===== src/rtl/carfield_dbg_sba_pkg.sv =====
// -----------------------------------------------------------------------------
// carfield_dbg_sba_pkg
// Shared definitions for the debug-module system-bus-access responder:
//   - DMI register addresses (SBCS, SBAddress0, SBData0) and DMI op codes
//   - sbcs_t : packed layout of the SBCS register as seen on a DMI read
//   - sberror codes reported in SBCS.sberror
//   - sba_state_e : bus-master FSM states
// -----------------------------------------------------------------------------
package carfield_dbg_sba_pkg;

    localparam logic [6:0] DMI_SBCS    = 7'h38;
    localparam logic [6:0] DMI_SBADDR0 = 7'h39;
    localparam logic [6:0] DMI_SBDATA0 = 7'h3C;

    localparam logic [1:0] DMI_OP_READ  = 2'd1;
    localparam logic [1:0] DMI_OP_WRITE = 2'd2;

    localparam logic [2:0] SBVERSION   = 3'd1;
    localparam logic [2:0] SBACCESS_32 = 3'd2;
    // Only 32-bit accesses are supported (sbaccess32 capability bit).
    localparam logic [4:0] SBACCESS_CAPS = 5'b00100;

    localparam logic [2:0] SBERR_NONE  = 3'd0;
    localparam logic [2:0] SBERR_ALIGN = 3'd3;
    localparam logic [2:0] SBERR_SIZE  = 3'd4;
    localparam logic [2:0] SBERR_BUS   = 3'd7;

    typedef struct packed {
        logic [2:0] sbversion;        // [31:29]
        logic [5:0] reserved;         // [28:23]
        logic       sbbusyerror;      // [22]
        logic       sbbusy;           // [21]
        logic       sbreadonaddr;     // [20]
        logic [2:0] sbaccess;         // [19:17]
        logic       sbautoincrement;  // [16]
        logic       sbreadondata;     // [15]
        logic [2:0] sberror;          // [14:12]
        logic [6:0] sbasize;          // [11:5]
        logic [4:0] sbaccess_caps;    // [4:0]
    } sbcs_t;

    typedef enum logic [1:0] {
        SBA_IDLE = 2'd0,
        SBA_REQ  = 2'd1,
        SBA_WAIT = 2'd2
    } sba_state_e;

endpackage


===== src/rtl/carfield_dmi_sba.sv =====
// -----------------------------------------------------------------------------
// carfield_dmi_sba
// System-bus-access responder behind the DMI port. Serves DMI requests to
// SBCS, SBAddress0 and SBData0 and turns them into 32-bit accesses on a
// req/gnt/rvalid bus master port (autoincrement, read-on-address,
// read-on-data, busy detection, sticky errors).
//
// Ports
//   clk_i, rst_ni            clock, asynchronous active-low reset
//   dmi_req_*                DMI request (valid/ready, addr, op, data)
//   dmi_resp_*               DMI response (valid/ready, data, op=0)
//   sb_req_o/sb_gnt_i        bus request / grant
//   sb_we_o, sb_addr_o,
//   sb_wdata_o, sb_be_o      access attributes, stable while requesting
//   sb_rvalid_i, sb_rdata_i,
//   sb_err_i                 bus response (error qualified by rvalid)
// -----------------------------------------------------------------------------
module carfield_dmi_sba
    import carfield_dbg_sba_pkg::*;
#(
    parameter int unsigned AddrWidth = 32
) (
    input  logic                 clk_i,
    input  logic                 rst_ni,

    input  logic                 dmi_req_valid_i,
    output logic                 dmi_req_ready_o,
    input  logic [6:0]           dmi_req_addr_i,
    input  logic [1:0]           dmi_req_op_i,
    input  logic [31:0]          dmi_req_data_i,

    output logic                 dmi_resp_valid_o,
    input  logic                 dmi_resp_ready_i,
    output logic [31:0]          dmi_resp_data_o,
    output logic [1:0]           dmi_resp_op_o,

    output logic                 sb_req_o,
    input  logic                 sb_gnt_i,
    output logic                 sb_we_o,
    output logic [AddrWidth-1:0] sb_addr_o,
    output logic [31:0]          sb_wdata_o,
    output logic [3:0]           sb_be_o,
    input  logic                 sb_rvalid_i,
    input  logic [31:0]          sb_rdata_i,
    input  logic                 sb_err_i
);

    sba_state_e r_state, w_state_next;

    logic [AddrWidth-1:0] r_addr;
    logic [31:0]          r_data;
    logic                 r_we;
    logic                 r_readonaddr;
    logic [2:0]           r_access;
    logic                 r_autoinc;
    logic                 r_readondata;
    logic [2:0]           r_sberror;
    logic                 r_busyerror;
    logic                 r_resp_valid;
    logic [31:0]          r_resp_data;

    logic                 w_accept;
    logic                 w_busy;
    logic                 w_wr_sbcs;
    logic                 w_wr_addr;
    logic                 w_wr_data;
    logic                 w_rd_data;
    logic                 w_busy_hit;
    logic                 w_trig;
    logic                 w_start;
    logic                 w_done;
    logic [2:0]           w_pre_err;
    logic [AddrWidth-1:0] w_start_addr;
    logic [31:0]          w_addr_ext;
    logic [31:0]          w_rd_val;
    sbcs_t                w_sbcs;

    // -------------------------------------------------------------------------
    // Request decode and access-start qualification
    // -------------------------------------------------------------------------
    always_comb begin
        w_accept   = dmi_req_valid_i & ~r_resp_valid;
        w_busy     = (r_state != SBA_IDLE);
        w_wr_sbcs  = w_accept && (dmi_req_op_i == DMI_OP_WRITE) && (dmi_req_addr_i == DMI_SBCS);
        w_wr_addr  = w_accept && (dmi_req_op_i == DMI_OP_WRITE) && (dmi_req_addr_i == DMI_SBADDR0);
        w_wr_data  = w_accept && (dmi_req_op_i == DMI_OP_WRITE) && (dmi_req_addr_i == DMI_SBDATA0);
        w_rd_data  = w_accept && (dmi_req_op_i == DMI_OP_READ)  && (dmi_req_addr_i == DMI_SBDATA0);
        w_busy_hit = w_busy && (w_wr_addr || w_wr_data || w_rd_data);

        // A pending sticky error inhibits new accesses but not register loads.
        w_trig = !w_busy && (r_sberror == SBERR_NONE) && !r_busyerror &&
                 ((w_wr_addr && r_readonaddr) || w_wr_data || (w_rd_data && r_readondata));

        // Read-on-address uses the address being written this cycle.
        w_start_addr = w_wr_addr ? dmi_req_data_i[AddrWidth-1:0] : r_addr;

        w_pre_err = SBERR_NONE;
        if (r_access != SBACCESS_32) begin
            w_pre_err = SBERR_SIZE;
        end else if (w_start_addr[1:0] != 2'b00) begin
            w_pre_err = SBERR_ALIGN;
        end
        w_start = w_trig && (w_pre_err == SBERR_NONE);

        w_done = (r_state == SBA_WAIT) && sb_rvalid_i;
    end

    // -------------------------------------------------------------------------
    // DMI read data mux
    // -------------------------------------------------------------------------
    always_comb begin
        w_addr_ext = '0;
        w_addr_ext[AddrWidth-1:0] = r_addr;

        w_sbcs                 = '0;
        w_sbcs.sbversion       = SBVERSION;
        w_sbcs.sbbusyerror     = r_busyerror;
        w_sbcs.sbbusy          = w_busy;
        w_sbcs.sbreadonaddr    = r_readonaddr;
        w_sbcs.sbaccess        = r_access;
        w_sbcs.sbautoincrement = r_autoinc;
        w_sbcs.sbreadondata    = r_readondata;
        w_sbcs.sberror         = r_sberror;
        w_sbcs.sbasize         = 7'(AddrWidth);
        w_sbcs.sbaccess_caps   = SBACCESS_CAPS;

        w_rd_val = '0;
        if (dmi_req_op_i == DMI_OP_READ) begin
            case (dmi_req_addr_i)
                DMI_SBCS:    w_rd_val = w_sbcs;
                DMI_SBADDR0: w_rd_val = w_addr_ext;
                DMI_SBDATA0: w_rd_val = r_data;
                default:     w_rd_val = '0;
            endcase
        end
    end

    // -------------------------------------------------------------------------
    // Bus master FSM
    // -------------------------------------------------------------------------
    always_ff @(posedge clk_i or negedge rst_ni) begin
        if (!rst_ni) begin
            r_state <= SBA_IDLE;
        end else begin
            r_state <= w_state_next;
        end
    end

    always_comb begin
        w_state_next = r_state;
        sb_req_o     = 1'b0;
        case (r_state)
            SBA_IDLE: begin
                if (w_start) begin
                    w_state_next = SBA_REQ;
                end
            end
            SBA_REQ: begin
                sb_req_o = 1'b1;
                if (sb_gnt_i) begin
                    w_state_next = SBA_WAIT;
                end
            end
            SBA_WAIT: begin
                if (sb_rvalid_i) begin
                    w_state_next = SBA_IDLE;
                end
            end
            default: begin
                w_state_next = SBA_IDLE;
            end
        endcase
    end

    // -------------------------------------------------------------------------
    // Register file and response register
    // -------------------------------------------------------------------------
    always_ff @(posedge clk_i or negedge rst_ni) begin
        if (!rst_ni) begin
            r_addr       <= '0;
            r_data       <= '0;
            r_we         <= 1'b0;
            r_readonaddr <= 1'b0;
            r_access     <= SBACCESS_32;
            r_autoinc    <= 1'b0;
            r_readondata <= 1'b0;
            r_sberror    <= SBERR_NONE;
            r_busyerror  <= 1'b0;
            r_resp_valid <= 1'b0;
            r_resp_data  <= '0;
        end else begin
            if (w_accept) begin
                r_resp_valid <= 1'b1;
                r_resp_data  <= w_rd_val;
            end else if (r_resp_valid && dmi_resp_ready_i) begin
                r_resp_valid <= 1'b0;
            end

            if (w_wr_sbcs) begin
                r_busyerror  <= r_busyerror & ~dmi_req_data_i[22];
                r_readonaddr <= dmi_req_data_i[20];
                r_access     <= dmi_req_data_i[19:17];
                r_autoinc    <= dmi_req_data_i[16];
                r_readondata <= dmi_req_data_i[15];
                r_sberror    <= r_sberror & ~dmi_req_data_i[14:12];
            end

            if (w_busy_hit) begin
                r_busyerror <= 1'b1;
            end

            if (w_wr_addr && !w_busy) begin
                r_addr <= dmi_req_data_i[AddrWidth-1:0];
            end
            if (w_wr_data && !w_busy) begin
                r_data <= dmi_req_data_i;
            end

            if (w_start) begin
                r_we <= w_wr_data;
            end
            if (w_trig && !w_start) begin
                r_sberror <= w_pre_err;
            end

            // Completion comes last so an error set wins over a same-cycle W1C.
            if (w_done) begin
                if (sb_err_i) begin
                    r_sberror <= SBERR_BUS;
                end else begin
                    if (!r_we) begin
                        r_data <= sb_rdata_i;
                    end
                    if (r_autoinc) begin
                        r_addr <= r_addr + AddrWidth'(4);
                    end
                end
            end
        end
    end

    assign dmi_req_ready_o  = ~r_resp_valid;
    assign dmi_resp_valid_o = r_resp_valid;
    assign dmi_resp_data_o  = r_resp_data;
    assign dmi_resp_op_o    = 2'b00;

    assign sb_we_o    = r_we;
    assign sb_addr_o  = r_addr;
    assign sb_wdata_o = r_data;
    assign sb_be_o    = 4'hF;

endmodule


===== config.mk =====
export PLATFORM = sky130hd
export DESIGN_NAME = carfield_dmi_sba
export DESIGN_NICKNAME = d
export VERILOG_FILES = /design/src/rtl/carfield_dbg_sba_pkg.sv /design/src/rtl/carfield_dmi_sba.sv
export SDC_FILE = /design/constraint.sdc
export NUM_CORES = 1
export LEC_CHECK = 0
export BUFFER_PORTS_ARGS = -buffer_cell sky130_fd_sc_hd__buf_4
export CORE_UTILIZATION = 51
export CTS_CLUSTER_SIZE = 30
export DETAILED_ROUTE_END_ITERATION = 12
export PLACE_DENSITY = 0.77
export REMOVE_ABC_BUFFERS = 1
export SYNTH_ARGS = -nofsm -noshare
export SYNTH_HDL_FRONTEND = slang
export SYNTH_SLANG_ARGS = --single-unit

===== constraint.sdc =====
create_clock -name clk_i -period 2.5 [get_ports clk_i]
set_input_delay 0.125 -clock clk_i [delete_from_list [all_inputs] [get_ports clk_i]]
set_output_delay 0.125 -clock clk_i [all_outputs]
set_load 0.05 [all_outputs]

==> results of run 1 <==
## synthesized netlist by cell type (3+ instances only)
master,number
inv_1,13
clkbuf_1,22
nand3_1,18
a21oi_1,25
mux2i_1,44
nand2_1,101
o21ai_1,30
a221oi_1,3
buf_12,3
o31ai_1,5
and3_1,7
dfrtp_1,109
a311oi_1,6
mux2_2,7
buf_4,6
nor2_1,36
o22ai_1,19
nand4_1,9
and4_1,3
nand2b_1,6
nor3_1,14
a22o_1,11
or2_2,3
a22oi_1,19
o21ai_0,39
buf_1,3
buf_2,8
a211oi_1,12
## worst max-delay path: stages, from the launching register on
cell and delay, ns:
dfrtp_1 0.42, nor2b_1 0.28, nand4_1 0.35, or2_2 0.63, o21ai_0 0.31, a211oi_1 0.08
## metal layers
| layer | vias up | part of all wire |
|---|---|---|
| met4 | 0 | 0.014 |
| li1 | 2641 | - |
| met3 | 24 | 0.082 |
| met2 | 298 | 0.47 |
| met5 | - | 0 |
| met1 | 2785 | 0.43 |
## sequential cells by signal (all words and copies together), names as in the netlist
| name | flops |
|---|---|
| sb_addr_o | 32 |
| dmi_resp_data_o | 32 |
| sb_we_o | 1 |
| dmi_resp_valid_o | 1 |
| sb_wdata_o | 32 |
| r_access | 3 |
| r_sberror | 3 |
| r_state | 2 |
| r_readondata | 1 |
| r_readonaddr | 1 |
| r_autoinc | 1 |
| r_busyerror | 1 |
## final cells by class
type,instances,area (um^2),share of cell area
Multi-Input combinational cell,459,2760,0.356
Inverter,13,48.8,0.00629
Tap cell,140,175,0.0226
Timing Repair Buffer,221,1720,0.222
Clock inverter,5,42.5,0.00549
Sequential cell,110,2750,0.355
Clock buffer,11,253,0.0326
## cell families after synthesis
kind of cell             Yosys count  share of synthesized area
AO/OA/AOI/OAI                    182                      0.197
XOR/XNOR                           1                    0.00151
buffers and inverters             58                     0.0543
multiplexers                      51                     0.0894
AND/OR/NAND/NOR                  218                      0.180
adder cells (fa/ha/maj)            1                    0.00215
other                              2                    0.00129
flip-flops                       110                      0.474
## worst max-delay path by stage
stage | cells past startpoint | start | slack (ns) | to
2_1_floorplan | 3 | r_state[0] | -0.77 | sb_wdata_o[0]
3_3_place_gp | 5 | dmi_resp_valid_o | 0.36 | sb_addr_o[26]
3_5_place_dp | 5 | dmi_resp_valid_o | 0.34 | sb_addr_o[26]
4_1_cts | 5 | dmi_resp_valid_o | 0.30 | sb_addr_o[26]
5_1_grt | 5 | dmi_resp_valid_o | 0.13 | sb_addr_o[26]
6_report | 5 | dmi_resp_valid_o | 0.28 | sb_addr_o[26]
## power groups by stage
stage	Sequential, mW	Combinational, mW	Clock [mW]
2_1_floorplan	2.12	0.142	0
3_3_place_gp	1.94	0.632	0
3_5_place_dp	1.95	0.644	0
4_1_cts	1.91	0.671	1.44
5_1_grt	1.92	0.711	1.50
6_report	1.91	0.671	1.43
## metrics by stage
stage | instance area [um^2] | hold slack (ns)
3_5_place_dp | 7260 | 0.114
2_1_floorplan | 5550 | -0.171
5_1_grt | 7750 | 0.00876
6_report | 7750 | 0.000525
3_3_place_gp | 7260 | 0.112
4_1_cts | 7750 | 0.000706
==> summary.txt, run 1 <==
Worst Hold Class -> input pin to flop
worst reg2reg path startpoint -> dmi_resp_valid_o
Antenna Nets Post-Route -> 0
Comb power frac -> 0.167
Syn Inst Count -> 623
vias in the first global route -> 5,642
GPL Wtd Cong -> 0.888
Slew @ Worst Pin -> 0.622 ns
DRT iter0 DRCs -> 470
setup TNS -> 0 ns
sequential share of power -> 0.477
fraction of layout cells with a size suffix above 1 -> 0.289
hold_sp -> sb_rdata_i[28]
gr busiest metal -> met2
PD cells -> 518 mW/mm^2
CTS-repair resized insts -> 0
Final Hold Fails -> 0
most frequent cells in the layout -> 200 x buf_4, 109 x dfrtp_1, 101 x nand2_1
DIE WIDTH -> 109 um
Distinct cells, synth -> 61
CTS buffer count -> 9
Worst EP arrival -> 2.42 ns
worst reg2reg path depth -> 5
Area growth syn-to-layout -> 33.6%
minimum clock period -> 2.22 ns
CTS tree -> built
post-DP HPWL -> 12,600 um
synthesized area -> 0.00581 mm^2
nets -> 895
met3 Usage GRT -> 0.0496
Setup Buffers After CTS -> 0
antenna violations before repair -> 0
Async SR Flop Fraction -> 1.00
status -> finished, final reports clean
Setup crit end kind -> flop
iteration count of the initial detailed-routing pass -> 5
pin count of the biggest net entering global routing -> 52
Net Sw Frac -> 0.296
flop-to-flop setup slack -> 0.28 ns
post-layout util -> 0.706
clock-pin slew on the worst setup and hold paths -> 0.08 ns
clock buffer depth -> 2
GR Layer Usage met2 -> 0.510
Yosys top cell area share -> 0.470
wirelength, routed -> 17,900 um
Clock Power Share -> 0.356
RSZ-0062 raised after global routing -> no
Startpoint Class -> flop
Yosys reg bits -> 110
global-route usage over all layers -> 0.310
Main synth FF type -> dfrtp_1
Root Driver -> clkbuf_16
post-synth top area cell -> dfrtp_1
Non-Filler Instances -> 959
worst hold stages -> 3
Final Slew Violations -> 0
leakage -> 3.82 nW
remaining routing DRC violations -> 0
Switching Power -> 1.19 mW
Initial Util -> 0.529
via count -> 5,748
final worst setup slack -> 0.282 ns
Yosys warnings -> 0
total of max-cap violations -> 0
Post-synth EDFFs -> 0
M1 GR Usage -> 0.424
largest cells by area after synthesis -> dfrtp_1 47%, mux2i_1 7.6%, nand2_1 6.5%, o21ai_0 3.4%, o21ai_1 2.6%
Clock Skew -> 0.0117 ns
hold buffer count at CTS -> 20
max_slew headroom -> 0.584
Crit Path Category -> flop to flop
fill cell count -> 870
htree depth -> 3
commonest non-fill, non-tap cell in the layout -> buf_4
clock latency on the worst-skew pair -> 0.34 ns
total gr overflow -> 0
die height -> 109 um
Peak Freq -> 451 MHz
IO Count -> 186
Internal -> 2.83 mW
hold path endpoint -> sb_wdata_o[28]
Avg Vias per Cell -> 5.99
Tot Pwr -> 4.01 mW
number of diodes -> 0
first-pass GRT wire length -> 28,300 um
Cell Rows -> 38
Setup WS pre-CTS -> 0.342 ns
critical path data required time -> 2.70 ns
routed length per placed instance -> 18.6 um
DP Cell Count -> 923
syn avg cell area -> 9.32 um^2
worst vdd ir -> 433 uV
worst-path fanout max -> 27
Sink Count -> 110
Core ar. -> 0.0110 mm^2
Final period util -> 0.887
area of the die -> 0.0118 mm^2
Buffers on Ports -> 179
RR Endpoint -> sb_addr_o[26]
sequential area share after synthesis -> 0.474
setup violators final -> 0
Note: power is estimated with default switching activity, not from simulation.
==> run 2, diff against run 1 <==
--- a/config.mk
+++ b/config.mk
@@ -5,11 +5,14 @@
 export SDC_FILE = /design/constraint.sdc
 export NUM_CORES = 1
 export LEC_CHECK = 0
+export ABC_AREA = 1
 export BUFFER_PORTS_ARGS = -buffer_cell sky130_fd_sc_hd__buf_4
-export CORE_UTILIZATION = 51
+export CORE_UTILIZATION = 54
+export CTS_BUF_LIST = sky130_fd_sc_hd__clkbuf_2 sky130_fd_sc_hd__clkbuf_4 sky130_fd_sc_hd__clkbuf_8
 export CTS_CLUSTER_SIZE = 30
 export DETAILED_ROUTE_END_ITERATION = 12
-export PLACE_DENSITY = 0.77
+export GPL_TIMING_DRIVEN = 0
+export PLACE_DENSITY = 0.8
 export REMOVE_ABC_BUFFERS = 1
 export SYNTH_ARGS = -nofsm -noshare
 export SYNTH_HDL_FRONTEND = slang
==> run 2 against run 1 <==
Combinational power shrank 25%. Clock power shrank 22%. Cell count grew 20%. Count of clock-buffer cells in the layout grew 1. Via count grew 16%. Sequential share of layout area shrank 1.2 points. Die area grew 1.7%.
==> summary.txt, run 2 <==
status -> finished, final reports clean
Startpoint Class -> flop
Async SR Flop Fraction -> 1.00
Final period util -> 0.914
number of diodes -> 0
pin count of the biggest net entering global routing -> 111
Worst Hold Class -> input pin to flop
via count -> 6,685
first-pass GRT wire length -> 30,300 um
Post-synth EDFFs -> 0
most frequent cells in the layout -> 214 x nand2_1, 179 x buf_4, 109 x dfrtp_1
count leader, synth -> nand2_1
Hold WS -> 0.00530 ns
Root Driver -> clkbuf_8
CP max stage delay -> 0.49 ns
Tot Pwr -> 3.47 mW
GPL Wtd Cong -> 0.927
Buffers on Ports -> 179
antenna violations before repair -> 0
RR Endpoint -> sb_addr_o[2]
Area growth syn-to-layout -> 28.2%
iteration count of the initial detailed-routing pass -> 6
Setup crit end kind -> flop
Yosys warnings -> 0
vias in the first global route -> 6,072
Worst EP arrival -> 2.61 ns
Main synth FF type -> dfrtp_1
nets -> 1,087
top cells by count, synth -> 217 x nand2_1, 109 x dfrtp_1, 96 x o21ai_0
Yosys top cell area share -> 0.436
post-DP HPWL -> 12,900 um
htree depth -> 3
clock buffer depth -> 2
critical path, cell by cell -> inv_2, nand2_4, nor2_8, nand3_2, nor2_4, nand2_1, nand3_1, o21ai_0, inv_1
CP delay by family, top -> simple AND/OR/NAND/NOR gates
wirelength, routed -> 20,300 um
Yosys reg bits -> 110
Sink Count -> 110
total of max-cap violations -> 0
CTS buffer count -> 9
Reg area -> 0.00275 mm^2
Critical-path top delay cell -> nor2_4
max_slew headroom -> 0.254
Cell Rows -> 38
Distinct cells, synth -> 40
remaining routing DRC violations -> 0
die height -> 110 um
footprint of the multi-input gates -> 0.00306 mm^2
routed length per placed instance -> 17.6 um
syn avg cell area -> 7.50 um^2
sequential area share after synthesis -> 0.440
hold path endpoint -> sb_addr_o[4]
Peak Freq -> 437 MHz
Initial Util -> 0.565
hold_sp -> dmi_req_data_i[4]
fraction of layout cells with a size suffix above 1 -> 0.231
critical path data required time -> 2.82 ns
post-synth top area cell -> dfrtp_1
total gr overflow -> 0
worst reg2reg path startpoint -> dmi_resp_valid_o
fill cell count -> 956
commonest non-fill, non-tap cell in the layout -> nand2_1
Clock Skew -> 0.00821 ns
synthesized area -> 0.00626 mm^2
clock-pin slew on the worst setup and hold paths -> 0.10 ns
buffer and inverter count on the worst path -> 2
Crit Path Category -> flop to flop
worst-path fanout max -> 34
Final Slew Violations -> 0
flop-to-flop setup slack -> 0.21 ns
largest cells by area after synthesis -> dfrtp_1 44%, nand2_1 13%, o21ai_0 7.7%, nor2_1 5.5%, inv_1 4.3%
worst vdd ir -> 366 uV
Core ar. -> 0.0111 mm^2
leakage -> 4.08 nW
Syn Inst Count -> 834
worst reg2reg path depth -> 9
RSZ-0062 raised after global routing -> no
worst hold stages -> 3
Avg Vias per Cell -> 5.81
minimum clock period -> 2.29 ns
clock latency on the worst-skew pair -> 0.38 ns
CTS tree -> built
PD cells -> 433 mW/mm^2
Final Hold Fails -> 0
global-route usage over all layers -> 0.328
DRT iter0 DRCs -> 619
area of the die -> 0.0120 mm^2
IO Count -> 186
Antenna Nets Post-Route -> 0
Slew @ Worst Pin -> 1.11 ns
setup violators final -> 0
DIE WIDTH -> 110 um
## run 2: report_power, final
part	total (mW)	switching, mW	leakage (nW)	internal [mW]
Combinational	0.504	0.325	2.57	0.179
Sequential	1.85	0.0384	1.41	1.81
Clock	1.11	0.619	0.101	0.496
Total	3.47	0.982	4.08	2.49
## run 2: kinds of logic after synthesis
logic type | count (synthesis) | share of synthesized area
and+or+nand+nor | 390 | 0.266
other | 2 | 0.00120
DFF | 110 | 0.440
adders and majority gates | 1 | 0.00200
muxes | 6 | 0.0108
xor gates and xnor gates | 8 | 0.0112
buffers and inverters | 118 | 0.0830
AOI/OAI and AO/OA | 199 | 0.185
## run 2: per-layer routing
metal | wire [um] | global-route usage | up-vias
li1 | - | - | 3120
met1 | 8400 | 0.437 | 3162
met2 | 9410 | 0.539 | 359
met3 | 1960 | 0.0522 | 44
met4 | 545 | 0.126 | 0
met5 | 0 | 0 | -
## run 2: worst max-delay path by stage
stage | startpoint | to | slack [ns] | depth (start not counted)
3_5_place_dp | r_state[0] | sb_addr_o[7] | -0.64 | 8
5_1_grt | dmi_resp_valid_o | sb_addr_o[9] | 0.04 | 9
3_3_place_gp | r_state[1] | sb_addr_o[9] | -0.58 | 6
2_1_floorplan | dmi_resp_valid_o | sb_addr_o[24] | 0.004 | 8
6_report | dmi_resp_valid_o | sb_addr_o[2] | 0.21 | 9
4_1_cts | dmi_resp_valid_o | sb_addr_o[20] | 0.04 | 9
## run 2: worst reg2reg max path: stages (launching register included)
cell and delay, ns:
dfrtp_1 0.40, inv_2 0.10, nand2_4 0.27, nor2_8 0.30, nand3_2 0.31, nor2_4 0.49, nand2_1 0.12, nand3_1 0.09
o21ai_0 0.09, inv_1 0.06
## run 2: repair_timing
action                                  CTS  global route
endpoints found under the setup margin   28            58
hold endpoints to repair                  6            55
gates resized for setup                   3             3
setup buffers                             0             3
cloned                                    1             5
pin swaps                                 1             5
hold buffers                              7             3
## run 2: layout make-up
cell class / count / area share
Clock buffer: 12 / 0.0183
Clock inverter: 4 / 0.00593
Inverter: 75 / 0.0356
Multi-Input combinational cell: 615 / 0.382
Sequential cell: 110 / 0.343
Tap cell: 140 / 0.0218
Timing Repair Buffer: 194 / 0.192
Timing Repair inverter: 1 / 0.000624
## run 2: through the flow
step | utilization | setup TNS, ns | instances | cell area, um^2 | worst slack [ns]
floorplan | - | 0 | 795 | 6030 | 0.00421
global placement | 0.682 | -20.52 | 1114 | 7550 | -0.582
detailed placement | 0.684 | -17.88 | 1115 | 7580 | -0.636
CTS | 0.709 | 0 | 1139 | 7860 | 0.0394
global route | 0.724 | 0 | 1151 | 8020 | 0.0431
finish | 0.724 | 0 | 1151 | 8020 | 0.214
==> run 3, diff against run 2 <==
--- a/config.mk
+++ b/config.mk
@@ -5,9 +5,8 @@
 export SDC_FILE = /design/constraint.sdc
 export NUM_CORES = 1
 export LEC_CHECK = 0
-export ABC_AREA = 1
 export BUFFER_PORTS_ARGS = -buffer_cell sky130_fd_sc_hd__buf_4
-export CORE_UTILIZATION = 54
+export CORE_UTILIZATION = 53
 export CTS_BUF_LIST = sky130_fd_sc_hd__clkbuf_2 sky130_fd_sc_hd__clkbuf_4 sky130_fd_sc_hd__clkbuf_8
 export CTS_CLUSTER_SIZE = 30
 export DETAILED_ROUTE_END_ITERATION = 12
==> run 3 against run 2 <==
Die area down 5.4%. Utilization up 2.9 points. Combinational power up 38%. Final area down 1.8%. Critical path depth down 4. Critical path type unchanged. First-iteration DRC count down 29%. Setup slack worse by 0.14 ns.
==> summary.txt, run 3 (synthesized netlist as in run 1, its figures left out) <==
status -> finished, final reports clean
htree depth -> 3
Sink Count -> 110
CTS buffer count -> 9
Buffers on Ports -> 179
Peak Freq -> 412 MHz
wirelength, routed -> 18,200 um
Final period util -> 0.970
fraction of layout cells with a size suffix above 1 -> 0.272
minimum clock period -> 2.43 ns
leakage -> 3.87 nW
number of diodes -> 0
Avg Vias per Cell -> 6.06
Final Hold Fails -> 0
RSZ-0062 raised after global routing -> yes
final worst setup slack -> 0.0750 ns
clock-pin slew on the worst setup and hold paths -> 0.10 ns
vias in the first global route -> 5,621
antenna violations before repair -> 0
Setup crit end kind -> flop
most frequent cells in the layout -> 179 x buf_4, 109 x dfrtp_1, 101 x nand2_1
Worst EP arrival -> 2.73 ns
Worst Hold Class -> input pin to flop
Root Driver -> clkbuf_8
Setup WS pre-CTS -> -0.437 ns
Tot Pwr -> 3.83 mW
Clock Skew -> 0.00646 ns
Initial Util -> 0.555
post-layout util -> 0.753
IO Count -> 186
area of the die -> 0.0114 mm^2
clock latency on the worst-skew pair -> 0.38 ns
Area growth syn-to-layout -> 35.6%
max_slew headroom -> 0.382
PD cells -> 486 mW/mm^2
die height -> 107 um
Cell Rows -> 37
GPL Wtd Cong -> 0.865
Core ar. -> 0.0105 mm^2
DRT iter0 DRCs -> 438
worst vdd ir -> 335 uV
Setup Buffers After CTS -> 0
Slew @ Worst Pin -> 0.925 ns
CTS tree -> built
iteration count of the initial detailed-routing pass -> 5
global-route usage over all layers -> 0.321
nets -> 899
DIE WIDTH -> 107 um
total of max-cap violations -> 0
remaining routing DRC violations -> 0
clock buffer depth -> 2
commonest non-fill, non-tap cell in the layout -> buf_4
Crit Path Category -> flop to flop
pin count of the biggest net entering global routing -> 111
routed length per placed instance -> 18.9 um
post-DP HPWL -> 12,100 um
total gr overflow -> 0
setup TNS -> 0 ns
via count -> 5,812
critical path data required time -> 2.80 ns
Startpoint Class -> flop
worst-path fanout max -> 24
setup violators final -> 0
first-pass GRT wire length -> 28,400 um
Antenna Nets Post-Route -> 0
Final Slew Violations -> 0
[run 3: report_power, final]
| part | total [mW] | internal [mW] | switching [mW] |
|---|---|---|---|
| registers | 1.91 | 1.84 | 0.0726 |
| clock network | 1.22 | 0.612 | 0.605 |
| logic | 0.698 | 0.264 | 0.434 |
| total | 3.83 | 2.72 | 1.11 |
[run 3: area by class of cell]
| type | instances | area (um^2) |
|---|---|---|
| Clock buffer | 12 | 153 |
| Clock inverter | 4 | 70.1 |
| Multi-Input combinational cell | 459 | 2820 |
| Fill cell | 711 | 2590 |
| Tap cell | 136 | 170 |
| Sequential cell | 110 | 2750 |
| Inverter | 13 | 48.8 |
| Timing Repair Buffer | 225 | 1860 |
[run 3: stage by stage]
| step | cell area, um^2 | cells | hold WS (ns) |
|---|---|---|---|
| finish | 7880 | 959 | 0.0141 |
| global route | 7880 | 959 | 0.0148 |
| CTS | 7770 | 956 | 0.00206 |
| detailed placement | 7130 | 899 | 0.317 |
| global placement | 7070 | 897 | 0.313 |
| floorplan | 5550 | 582 | -0.171 |
[run 3: worst paths after layout]
check	startpoint	end	slack, ns	cells after the start
setup / recovery	r_state[0]	sb_addr_o[21]	0.07	5
hold / removal	dmi_req_data_i[15]	r_readondata	0.01	2
setup reg to reg	r_state[0]	sb_addr_o[21]	0.07	5
hold reg to reg	dmi_resp_data_o[2]	dmi_resp_data_o[2]	0.50	2
max in group asynchronous	rst_ni	sb_addr_o[16]	1.67	3
min in group asynchronous	rst_ni	r_access[0]	0.11	2
[run 3: layer usage]
| layer | vias to the layer above | track usage | part of all wire |
|---|---|---|---|
| met1 | 2775 | 0.402 | 0.39 |
| met4 | 0 | 0.166 | 0.041 |
| met2 | 318 | 0.542 | 0.49 |
| li1 | 2649 | - | - |
| met3 | 70 | 0.0413 | 0.073 |
| met5 | - | 0 | 0 |
[run 3: critical path, cell delays in order, from the launching register on]
cell and delay (ns):
dfrtp_1 0.44, and4bb_2 0.37, nand2_1 0.54, nor3_1 0.70
nand3_1 0.14, a21oi_1 0.16
[run 3: timing repair]
action	CTS	global route
setup endpoints to repair	32	12
hold endpoints to repair	41	109
hold buffers	41	1
pin swaps	0	0
gates resized for setup	2	6
